<file path="config.mk">
export PLATFORM = sky130hd
export DESIGN_NAME = guvm_wb_responder
export DESIGN_NICKNAME = d
export VERILOG_FILES = /design/src/rtl/guvm_wb_pkg.sv /design/src/rtl/guvm_sync_fifo.sv /design/src/rtl/guvm_wb_responder.sv
export SDC_FILE = /design/constraint.sdc
export NUM_CORES = 2
export LEC_CHECK = 0
export BUFFER_PORTS_ARGS = -buffer_cell sky130_fd_sc_hd__buf_2
export CAP_MARGIN = 10
export CORE_ASPECT_RATIO = 0.7
export CORE_UTILIZATION = 60
export DETAILED_ROUTE_END_ITERATION = 16
export PLACE_DENSITY = 0.78
export SYNTH_ARGS = -nofsm -noshare
export SYNTH_HDL_FRONTEND = slang
export SYNTH_SLANG_ARGS = --single-unit
</file>
<file path="constraint.sdc">
create_clock -name i_clk -period 15.1 [get_ports i_clk]
set_input_delay 1.51 -clock i_clk [delete_from_list [all_inputs] [get_ports i_clk]]
set_output_delay 1.51 -clock i_clk [all_outputs]
set_load 0.005 [all_outputs]
</file>
<file path="src/rtl/guvm_wb_pkg.sv">
// Shared types for the GUVM Wishbone responder: FSM states, response kinds
// and the capture record layout used at the default bus widths.
package guvm_wb_pkg;

    typedef enum logic [1:0] {
        IDLE,
        WAIT,
        STALL,
        RESP
    } state_t;

    typedef enum logic {
        ACK,
        ERR
    } resp_t;

    localparam int CAP_ADR_W = 32;
    localparam int CAP_DAT_W = 32;
    localparam int CAP_SEL_W = CAP_DAT_W / 8;

    // Field order matches the packed capture word {adr, dat, sel} held in the
    // capture FIFO, so a default-width capture word maps onto this record.
    typedef struct packed {
        logic [CAP_ADR_W-1:0] adr;
        logic [CAP_DAT_W-1:0] dat;
        logic [CAP_SEL_W-1:0] sel;
    } cap_rec_t;

endpackage

</file>
<file path="src/rtl/guvm_sync_fifo.sv">
// Single-clock FIFO with occupancy count; pushes when full and pops when
// empty are ignored, and a push and pop in the same cycle are both honoured.
module guvm_sync_fifo #(
    parameter int WIDTH = 8,
    parameter int DEPTH = 8
) (
    input  logic                           clk,
    input  logic                           rst_n,
    input  logic                           push,
    input  logic [WIDTH-1:0]               wdata,
    input  logic                           pop,
    output logic [WIDTH-1:0]               rdata,
    output logic                           full,
    output logic                           empty,
    output logic [$clog2(DEPTH+1)-1:0]     count
);

    localparam int PTR_W = (DEPTH > 1) ? $clog2(DEPTH) : 1;
    localparam int CNT_W = $clog2(DEPTH + 1);

    logic [WIDTH-1:0] mem [DEPTH];
    logic [PTR_W-1:0] wr_ptr;
    logic [PTR_W-1:0] rd_ptr;
    logic [CNT_W-1:0] count_q;
    logic             do_push;
    logic             do_pop;

    function automatic logic [PTR_W-1:0] next_ptr(input logic [PTR_W-1:0] ptr);
        return (ptr == PTR_W'(DEPTH - 1)) ? '0 : ptr + 1'b1;
    endfunction

    assign full    = (count_q == CNT_W'(DEPTH));
    assign empty   = (count_q == '0);
    assign count   = count_q;
    assign do_push = push && !full;
    assign do_pop  = pop && !empty;
    assign rdata   = mem[rd_ptr];

    // Storage array needs no reset: only entries between the pointers are visible.
    always_ff @(posedge clk) begin
        if (do_push) begin
            mem[wr_ptr] <= wdata;
        end
    end

    // Pointer and occupancy bookkeeping.
    always_ff @(posedge clk or negedge rst_n) begin
        if (!rst_n) begin
            wr_ptr  <= '0;
            rd_ptr  <= '0;
            count_q <= '0;
        end else begin
            if (do_push) begin
                wr_ptr <= next_ptr(wr_ptr);
            end
            if (do_pop) begin
                rd_ptr <= next_ptr(rd_ptr);
            end
            if (do_push && !do_pop) begin
                count_q <= count_q + 1'b1;
            end else if (do_pop && !do_push) begin
                count_q <= count_q - 1'b1;
            end
        end
    end

endmodule

</file>
<file path="src/rtl/guvm_wb_responder.sv">
// Wishbone slave responder: serves read beats from preloaded lines, captures
// write beats, and adds wait states, error injection and a stall timeout.
module guvm_wb_responder
    import guvm_wb_pkg::*;
#(
    parameter int DATA_W      = 32,
    parameter int ADDR_W      = 32,
    parameter int LINE_WORDS  = 4,
    parameter int LINE_DEPTH  = 8,
    parameter int CAP_DEPTH   = 8,
    parameter int WAIT_STATES = 0,
    parameter int TIMEOUT     = 64
) (
    input  logic                         i_clk,
    input  logic                         i_rst_n,
    input  logic [ADDR_W-1:0]            i_wb_adr,
    input  logic [DATA_W-1:0]            i_wb_dat,
    input  logic [DATA_W/8-1:0]          i_wb_sel,
    input  logic                         i_wb_we,
    input  logic                         i_wb_cyc,
    input  logic                         i_wb_stb,
    output logic [DATA_W-1:0]            o_wb_dat,
    output logic                         o_wb_ack,
    output logic                         o_wb_err,
    input  logic                         i_ld_valid,
    input  logic [LINE_WORDS*DATA_W-1:0] i_ld_line,
    output logic                         o_ld_ready,
    output logic                         o_cap_valid,
    output logic [ADDR_W-1:0]            o_cap_adr,
    output logic [DATA_W-1:0]            o_cap_dat,
    output logic [DATA_W/8-1:0]          o_cap_sel,
    input  logic                         i_cap_ready,
    input  logic                         i_err_inject,
    output logic                         o_timeout
);

    localparam int SEL_W     = DATA_W / 8;
    localparam int LINE_W    = LINE_WORDS * DATA_W;
    localparam int CAP_W     = ADDR_W + DATA_W + SEL_W;
    localparam int IDX_W     = (LINE_WORDS > 1) ? $clog2(LINE_WORDS) : 1;
    localparam int WAIT_W    = 4;
    localparam int WAIT_LOAD = (WAIT_STATES > 0) ? WAIT_STATES - 1 : 0;
    localparam int STALL_W   = $clog2(TIMEOUT + 1);
    localparam int LCNT_W    = $clog2(LINE_DEPTH + 1);
    localparam int CCNT_W    = $clog2(CAP_DEPTH + 1);

    state_t              state_q;
    state_t              state_d;
    resp_t               resp_q;
    logic [WAIT_W-1:0]   wait_cnt_q;
    logic [STALL_W-1:0]  stall_cnt_q;
    logic                err_armed_q;
    logic                timeout_q;
    logic                touched_q;
    logic                cyc_q;
    logic [DATA_W-1:0]   dat_q;

    logic [ADDR_W-1:0]   beat_adr_q;
    logic [DATA_W-1:0]   beat_dat_q;
    logic [SEL_W-1:0]    beat_sel_q;
    logic                beat_we_q;

    logic [ADDR_W-1:0]   cur_adr;
    logic [DATA_W-1:0]   cur_dat;
    logic [SEL_W-1:0]    cur_sel;
    logic                cur_we;
    logic [IDX_W-1:0]    cur_idx;
    logic                cur_last;

    logic                beat_req;
    logic                can_serve;
    logic                issue_ack;
    logic                issue_err;
    logic                set_timeout;
    logic                issue_rd;
    logic                cyc_fall;

    logic [LINE_W-1:0]   line_head;
    logic                line_full;
    logic                line_empty;
    logic [LCNT_W-1:0]   line_count;
    logic                line_pop;

    logic [CAP_W-1:0]    cap_in;
    logic [CAP_W-1:0]    cap_out;
    logic                cap_full;
    logic                cap_empty;
    logic [CCNT_W-1:0]   cap_count;
    logic                cap_push;
    logic                cap_pop;

    // In IDLE the beat is evaluated straight off the bus; later it uses the sampled copy.
    assign beat_req = i_wb_cyc && i_wb_stb;
    assign cur_adr  = (state_q == IDLE) ? i_wb_adr : beat_adr_q;
    assign cur_dat  = (state_q == IDLE) ? i_wb_dat : beat_dat_q;
    assign cur_sel  = (state_q == IDLE) ? i_wb_sel : beat_sel_q;
    assign cur_we   = (state_q == IDLE) ? i_wb_we  : beat_we_q;
    assign cur_idx  = IDX_W'(cur_adr >> 2) & IDX_W'(LINE_WORDS - 1);
    assign cur_last = (cur_idx == IDX_W'(LINE_WORDS - 1));

    assign can_serve = cur_we ? !cap_full : !line_empty;
    assign issue_rd  = issue_ack && !cur_we;
    assign cyc_fall  = cyc_q && !i_wb_cyc;

    // A line retires on the last-word read, or when the core ends its cycle after partial use.
    assign line_pop = (issue_rd && cur_last) || (cyc_fall && touched_q && (line_count != '0));
    assign cap_push = issue_ack && cur_we;
    assign cap_pop  = i_cap_ready && (cap_count != '0);
    assign cap_in   = {cur_adr, cur_dat, cur_sel};

    assign o_ld_ready  = !line_full;
    assign o_cap_valid = !cap_empty;
    assign o_cap_adr   = cap_out[CAP_W-1 -: ADDR_W];
    assign o_cap_dat   = cap_out[SEL_W +: DATA_W];
    assign o_cap_sel   = cap_out[SEL_W-1:0];
    assign o_wb_dat    = dat_q;
    assign o_timeout   = timeout_q;

    guvm_sync_fifo #(
        .WIDTH (LINE_W),
        .DEPTH (LINE_DEPTH)
    ) u_line_fifo (
        .clk   (i_clk),
        .rst_n (i_rst_n),
        .push  (i_ld_valid),
        .wdata (i_ld_line),
        .pop   (line_pop),
        .rdata (line_head),
        .full  (line_full),
        .empty (line_empty),
        .count (line_count)
    );

    guvm_sync_fifo #(
        .WIDTH (CAP_W),
        .DEPTH (CAP_DEPTH)
    ) u_cap_fifo (
        .clk   (i_clk),
        .rst_n (i_rst_n),
        .push  (cap_push),
        .wdata (cap_in),
        .pop   (cap_pop),
        .rdata (cap_out),
        .full  (cap_full),
        .empty (cap_empty),
        .count (cap_count)
    );

    // FSM state register.
    always_ff @(posedge i_clk or negedge i_rst_n) begin
        if (!i_rst_n) begin
            state_q <= IDLE;
        end else begin
            state_q <= state_d;
        end
    end

    // Next-state logic; an armed error wins, then service, then stall until timeout.
    always_comb begin
        logic do_eval;
        state_d     = state_q;
        issue_ack   = 1'b0;
        issue_err   = 1'b0;
        set_timeout = 1'b0;
        do_eval     = 1'b0;
        unique case (state_q)
            IDLE: begin
                if (beat_req) begin
                    if (WAIT_STATES > 0) begin
                        state_d = WAIT;
                    end else begin
                        do_eval = 1'b1;
                    end
                end
            end
            WAIT: begin
                if (!i_wb_cyc) begin
                    state_d = IDLE;
                end else if (wait_cnt_q == '0) begin
                    do_eval = 1'b1;
                end
            end
            STALL: begin
                if (!i_wb_cyc) begin
                    state_d = IDLE;
                end else begin
                    do_eval = 1'b1;
                end
            end
            RESP: begin
                state_d = IDLE;
            end
            default: begin
                state_d = IDLE;
            end
        endcase
        if (do_eval) begin
            if (err_armed_q) begin
                state_d   = RESP;
                issue_err = 1'b1;
            end else if (can_serve) begin
                state_d   = RESP;
                issue_ack = 1'b1;
            end else if (state_q == STALL && stall_cnt_q == STALL_W'(TIMEOUT - 1)) begin
                state_d     = RESP;
                issue_err   = 1'b1;
                set_timeout = 1'b1;
            end else begin
                state_d = STALL;
            end
        end
    end

    // Ack/err are driven only while in RESP, so each lasts exactly one registered cycle.
    always_comb begin
        o_wb_ack = 1'b0;
        o_wb_err = 1'b0;
        if (state_q == RESP) begin
            o_wb_ack = (resp_q == ACK);
            o_wb_err = (resp_q == ERR);
        end
    end

    // Wait-state and stall counters reload whenever their state is not active.
    always_ff @(posedge i_clk or negedge i_rst_n) begin
        if (!i_rst_n) begin
            wait_cnt_q  <= '0;
            stall_cnt_q <= '0;
        end else begin
            if (state_q != WAIT) begin
                wait_cnt_q <= WAIT_W'(WAIT_LOAD);
            end else if (wait_cnt_q != '0) begin
                wait_cnt_q <= wait_cnt_q - 1'b1;
            end
            if (state_q != STALL) begin
                stall_cnt_q <= '0;
            end else begin
                stall_cnt_q <= stall_cnt_q + 1'b1;
            end
        end
    end

    // Beat sampling, response kind, read data and the sticky timeout flag.
    always_ff @(posedge i_clk or negedge i_rst_n) begin
        if (!i_rst_n) begin
            beat_adr_q <= '0;
            beat_dat_q <= '0;
            beat_sel_q <= '0;
            beat_we_q  <= 1'b0;
            resp_q     <= ACK;
            dat_q      <= '0;
            timeout_q  <= 1'b0;
        end else begin
            if (state_q == IDLE && beat_req) begin
                beat_adr_q <= i_wb_adr;
                beat_dat_q <= i_wb_dat;
                beat_sel_q <= i_wb_sel;
                beat_we_q  <= i_wb_we;
            end
            if (issue_ack || issue_err) begin
                resp_q <= issue_err ? ERR : ACK;
            end
            if (issue_rd) begin
                dat_q <= line_head[cur_idx*DATA_W +: DATA_W];
            end
            if (set_timeout) begin
                timeout_q <= 1'b1;
            end
        end
    end

    // Error arm, line-touched flag and cyc history for end-of-cycle line retirement.
    always_ff @(posedge i_clk or negedge i_rst_n) begin
        if (!i_rst_n) begin
            err_armed_q <= 1'b0;
            touched_q   <= 1'b0;
            cyc_q       <= 1'b0;
        end else begin
            cyc_q <= i_wb_cyc;
            if (issue_err) begin
                err_armed_q <= i_err_inject;
            end else if (i_err_inject) begin
                err_armed_q <= 1'b1;
            end
            if (line_pop) begin
                touched_q <= 1'b0;
            end else if (issue_rd) begin
                touched_q <= 1'b1;
            end
        end
    end

endmodule

</file>
## Yosys cells after proc, flatten, opt, wreduce, memory -nomap -nowiden

Memories as Yosys holds them, arrays and structs flattened.
Index checks and enable logic that the tools add are counted.
W data, S select, Z words.

- Logic and storage cells: 139
- Register bits: 139
- Output and inout port bits: 105
- Bits in writable memories: 1568
- Memories kept: 2

Memory list:

| name | words | bits a word | read ports | clocked after Yosys merged registers in | wr ports | RTL line | text |
|---|---|---|---|---|---|---|---|
| u_line_fifo.mem | 8 | 128 | 1 | 0 | 1 | guvm_sync_fifo.sv:21 | `logic [WIDTH-1:0] mem [DEPTH];` |
| u_cap_fifo.mem | 8 | 68 | 1 | 0 | 1 | guvm_sync_fifo.sv:21 |  |

- Add/subtract/negate cells: 10
- Equality and inequality tests: 14
- Mux-type cells: 47
- Shift-type cells: 1
- Bitwise operators: 1
- Reductions and logical operators: 45

Operators with widths:

| cell | number |
|---|---|
| $shiftx A128 B8 Y32 | 1 |
| $mux W32 | 2 |
| $mux W1 | 29 |
| $mux W4 | 7 |
| $logic_and A1 B1 Y1 | 18 |
| $add A3 B1 Y3 const B | 4 |
| $eq A3 B3 Y1 const B | 4 |
| $logic_not A4 Y1 | 3 |
| $mux W3 | 4 |
| $reduce_bool A4 Y1 | 3 |
| $sub A4 B1 Y4 const B | 3 |
| $logic_not A1 Y1 | 10 |
| $reduce_bool A2 Y1 | 5 |
| $add A4 B1 Y4 const B | 2 |
| $eq A4 B4 Y1 const B | 2 |
| $add A7 B1 Y7 const B | 1 |
| $eq A7 B6 Y1 const B | 1 |
| $mux W7 | 1 |
| $eq A2 B2 Y1 const B | 3 |
| $mux W2 | 2 |
| $pmux W2 S2 | 1 |
| $ne A3 B2 Y1 const B | 1 |
| $pmux W1 S3 | 1 |
| $reduce_bool A3 Y1 | 1 |
| other kinds (8) | 9 |

## Logic depth before layout (Yosys ltp)

- Depth in word-level cells: 13
- Depth in mapped cells: 15

## Cells and area by module

From an unflattened synthesis, not the netlist that was laid out.

- Cell total of the unflattened synthesis: 2890
- Area total of the unflattened synthesis: 67166.9 um^2

By module, submodules not included:

| module | sequential area each (um^2) | times used | area each (um^2) | cells an instance |
|---|---|---|---|---|
| guvm_sync_fifo (u_line_fifo) | 30999.7 | 1 | 39514.1 | 1546 |
| guvm_sync_fifo (u_cap_fifo) | 16585.9 | 1 | 21084.0 | 851 |
| guvm_wb_responder | 2977.9 | 1 | 6568.8 | 493 |

## Worst setup path before layout

No wires, ideal clock.

- Path type: input to register
- Start point: in i_ld_valid
- End point: mem u_line_fifo.mem[0][0] (netlist name), enable pin
- Data required time: 14.172 ns
- Stages: 2
- Path slack: 0.447 ns
- Arrival: 13.725 ns
- Setup time: 0.928 ns
- Cell sequence: nand2_1 -> nor4_1

- Cells in the longest elaborated chain, start to end: 3

RTL lines:

| what | RTL line | text |
|---|---|---|
| start, declared | guvm_wb_responder.sv:25 | `input logic i_ld_valid,` |
| $logic_and A1 B1 Y1 | guvm_sync_fifo.sv:35 | `assign do_push = push && !full;` |
| $mux W1 | guvm_sync_fifo.sv:41 | `if (do_push) begin` |
| $mux W1 (not written as such) | guvm_sync_fifo.sv:42 | `mem[wr_ptr] <= wdata;` |
| end, declared | guvm_sync_fifo.sv:21 |  |

Every way passes these cells.

## Worst setup path in the final report

- Start point: reg u_cap_fifo.rd_ptr[0]
- End point: out o_cap_adr[1]

- Cells in the longest elaborated chain, start to end: 1

RTL lines:

| what | RTL line | text |
|---|---|---|
| start, declared | guvm_sync_fifo.sv:23 | `logic [PTR_W-1:0] rd_ptr;` |
| start signal, assigned | guvm_sync_fifo.sv:57 | `rd_ptr <= next_ptr(rd_ptr);` |
| $mem_v2 Z8 W68 | - |  |
| end, declared | guvm_wb_responder.sv:29 | `output logic [ADDR_W-1:0] o_cap_adr,` |

Every way passes these cells.

==> results.json <==
{
  "synthFlopType": "edfxtp_1",
  "routed_wl_um": 147000,
  "synth_cells": 3132,
  "num_io_pins": 309,
  "rows": 101,
  "globalRoute.busiestLayer": "met2",
  "setup_slack_ps": 8940,
  "ctsHoldBuffers": 0,
  "vdd_drop_max_mv": 0.144,
  "setup_viol": 0,
  "use_met3_pct": 6.32,
  "synthToLayoutAreaGrowth_pct": 12.5,
  "grt-ovfl-total": 0,
  "whs_ps": 457,
  "die-width_um": 399,
  "cp-startpoint": "u_cap_fifo.rd_ptr[0]",
  "tns_ps": 0,
  "ant_nets": 0,
  "final_cell_mix": "edfxtp_1 (1568), buf_2 (307), mux4_2 (264)",
  "reg2reg_depth": 8,
  "required_ps": 13590,
  "crit_end": "o_cap_adr[1]",
  "antenna_found_initial": 53,
  "layout_commonest_cell": "edfxtp_1",
  "fin_area_mm2": 0.0744,
  "ys_seq_area_share_pct": 76.4,
  "cts_setup_buffers": 0,
  "status": "complete, no violations",
  "rsz0062_at_grt": "false",
  "yosys_warnings": 0,
  "critical_path.max_fanout": 52,
  "pre_cts_ws_ps": 9570,
  "yosysUniqueCellTypes": 47,
  "final_cells": 5062,
  "avgSynthCellArea_um2": 21.1,
  "hp-class": "reg2reg",
  "maxCapViolations": 0,
  "worstMarginPinSlew_ps": 1230,
  "placed_area_mm2": 0.0694,
  "met2_usage_pct": 42.1,
  "cts_resized": 0,
  "htree_num_levels": 4,
  "vias_per_cell": 6.44,
  "dpl.hpwl_um": 78900,
  "clk_latency_ps": 780,
  "grt_pass1_wl_um": 215000,
  "drv_slew": 0,
  "cp-start-kind": "register",
  "relSlewSlack_pct": 17.6,
  "cts_tree": "done",
  "io_buffers": 308,
  "fillers": 6561,
  "synthArstFlopShare_pct": 8.14,
  "drtIter0Drc": 3146,
  "regArea_mm2": 0.0506,
  "grt.met1_usage_pct": 36.5,
  "clk_path_buf_depth": 3,
  "multi_input_area_mm2": 0.0149,
  "nets": 3694,
  "dr.pass1.iters": 7,
  "drc_errors": 0,
  "end_kind": "primary output",
  "drive_above_1_share_pct": 30.9,
  "wl_per_cell_um": 29.1,
  "crit_type": "reg2out",
  "netlist_area_mm2": 0.0662,
  "root_buffer": "clkbuf_16",
  "die_height_um": 280,
  "coreArea_mm2": 0.109,
  "start_util_pct": 60.7,
  "arrival_ps": 4650,
  "regToRegEndpoint": "o_wb_dat[14]",
  "reg2reg_setup_slack_ps": 9980,
  "fin_crit_ps": 6160,
  "clock_sinks": 1707,
  "synth_edf_count": 1568,
  "hold_viol": 0,
  "r2r_start": "u_line_fifo.rd_ptr[1]",
  "cts_made_buffers": 151,
  "pwr_density_cell_mw_per_mm2": 191,
  "leakagePower_nw": 25.1,
  "place_congestion": 0.784,
  "clk_pin_slew_ps": 60,
  "dp.cells": 4756,
  "synth_seq_cells": 1707,
  "vias": 32598,
  "holdPathStages": 1,
  "synthesis.nets": 3359,
  "fmax_mhz": 162,
  "dieArea_mm2": 0.112,
  "grt_start_max_net_pins": 134,
  "skew_ps": 36.7,
  "grt_pass1_vias": 33423,
  "finalCritPeriodShare_pct": 40.8,
  "grt.total_usage_pct": 26.6
}
==> metrics by stage <==
stage	utilization, %	power, mW
after floorplan	-	9.25
after global placement	63.7	10.3
after global routing	68.3	14.7
after CTS	68.3	14.3
after detailed placement	63.7	10.5
final	68.3	14.2
==> synthesized netlist by cell type (all sizes together) (5+ instances only) <==
cell type  instances  area, um2
o41ai             32        430
clkbuf            83        312
mux2             212       2390
nor2b             70        438
nor2              15       56.3
inv               13       48.8
xnor2             10       87.6
mux2i            260       2600
a21o               6       45.0
buf               91        464
ha                21        263
o22ai             32        200
a221oi            64        561
mux4             264       5950
o21ai              5       25.0
nor3              12       60.1
a211oi            64        480
nand2             50        188
dfrtp            139       3480
edfxtp          1568      47100
nand2b             6       37.5
and2               8       50.1
a21oi              7       35.0
a22o              64        561
==> logic make-up (layout without fill, tap and decap cells) <==
group,Yosys count,in the layout,share of synthesized area [%]
simple gates,181,181,1.48
other cells,0,27,0
fa+ha+maj,23,23,0.458
mux,736,736,16.5
flops,1707,1707,76.4
xor+xnor,14,14,0.185
compound gates,284,284,3.68
buf+inv,187,648,1.25
==> power breakdown <==
part           switching, mW  internal, mW  total (mW)
Sequential             0.368          6.07        6.44
Clock                   1.70          2.13        3.83
Combinational           2.19          1.74        3.93
Total                   4.25          9.94        14.2
==> worst min-delay path by stage <==
stage / start / to / slack [ps]
floorplan: stall_cnt_q[0] / stall_cnt_q[0] / 420
global placement: stall_cnt_q[0] / stall_cnt_q[0] / 440
detailed placement: stall_cnt_q[0] / stall_cnt_q[0] / 450
CTS: stall_cnt_q[0] / stall_cnt_q[0] / 460
global route: stall_cnt_q[0] / stall_cnt_q[0] / 480
finish: stall_cnt_q[0] / stall_cnt_q[0] / 460
==> state kept, by name, indices dropped and copies added (netlist names), 2 cells and up <==
register            count
u_line_fifo.count       4
u_line_fifo.mem      1024
u_cap_fifo.rd_ptr       3
state_q                 2
u_line_fifo.rd_ptr      3
stall_cnt_q             7
wait_cnt_q              4
beat_sel_q              4
beat_dat_q             32
u_cap_fifo.count        4
u_cap_fifo.wr_ptr       3
o_wb_dat               32
u_line_fifo.wr_ptr      3
u_cap_fifo.mem        544
beat_adr_q             32
==> routing by layer <==
layer | part of all wire (%) | vias up
met2 | 49 | 1332
met4 | 2.9 | 26
met3 | 7.6 | 275
met1 | 40 | 17253
met5 | 0.10 | -
li1 | - | 13712
==> area by class of cell <==
class | instances | share of cell area [%]
timing repair buffer | 356 | 2.73
inverter | 13 | 0.0656
tap | 1442 | 2.42
clock buffer | 200 | 5.57
antenna | 27 | 0.0908
multi-input combinational | 1238 | 20.1
clock inverter | 79 | 1.09
sequential | 1707 | 68.0
==> worst max-delay path, stage by stage, from the launching register on <==
cell and delay, ps:
dfrtp_4 1090, buf_4 800, buf_4 800, mux4_2 610, mux2_2 280, buf_2 130
(Power assumes the default switching activity.)
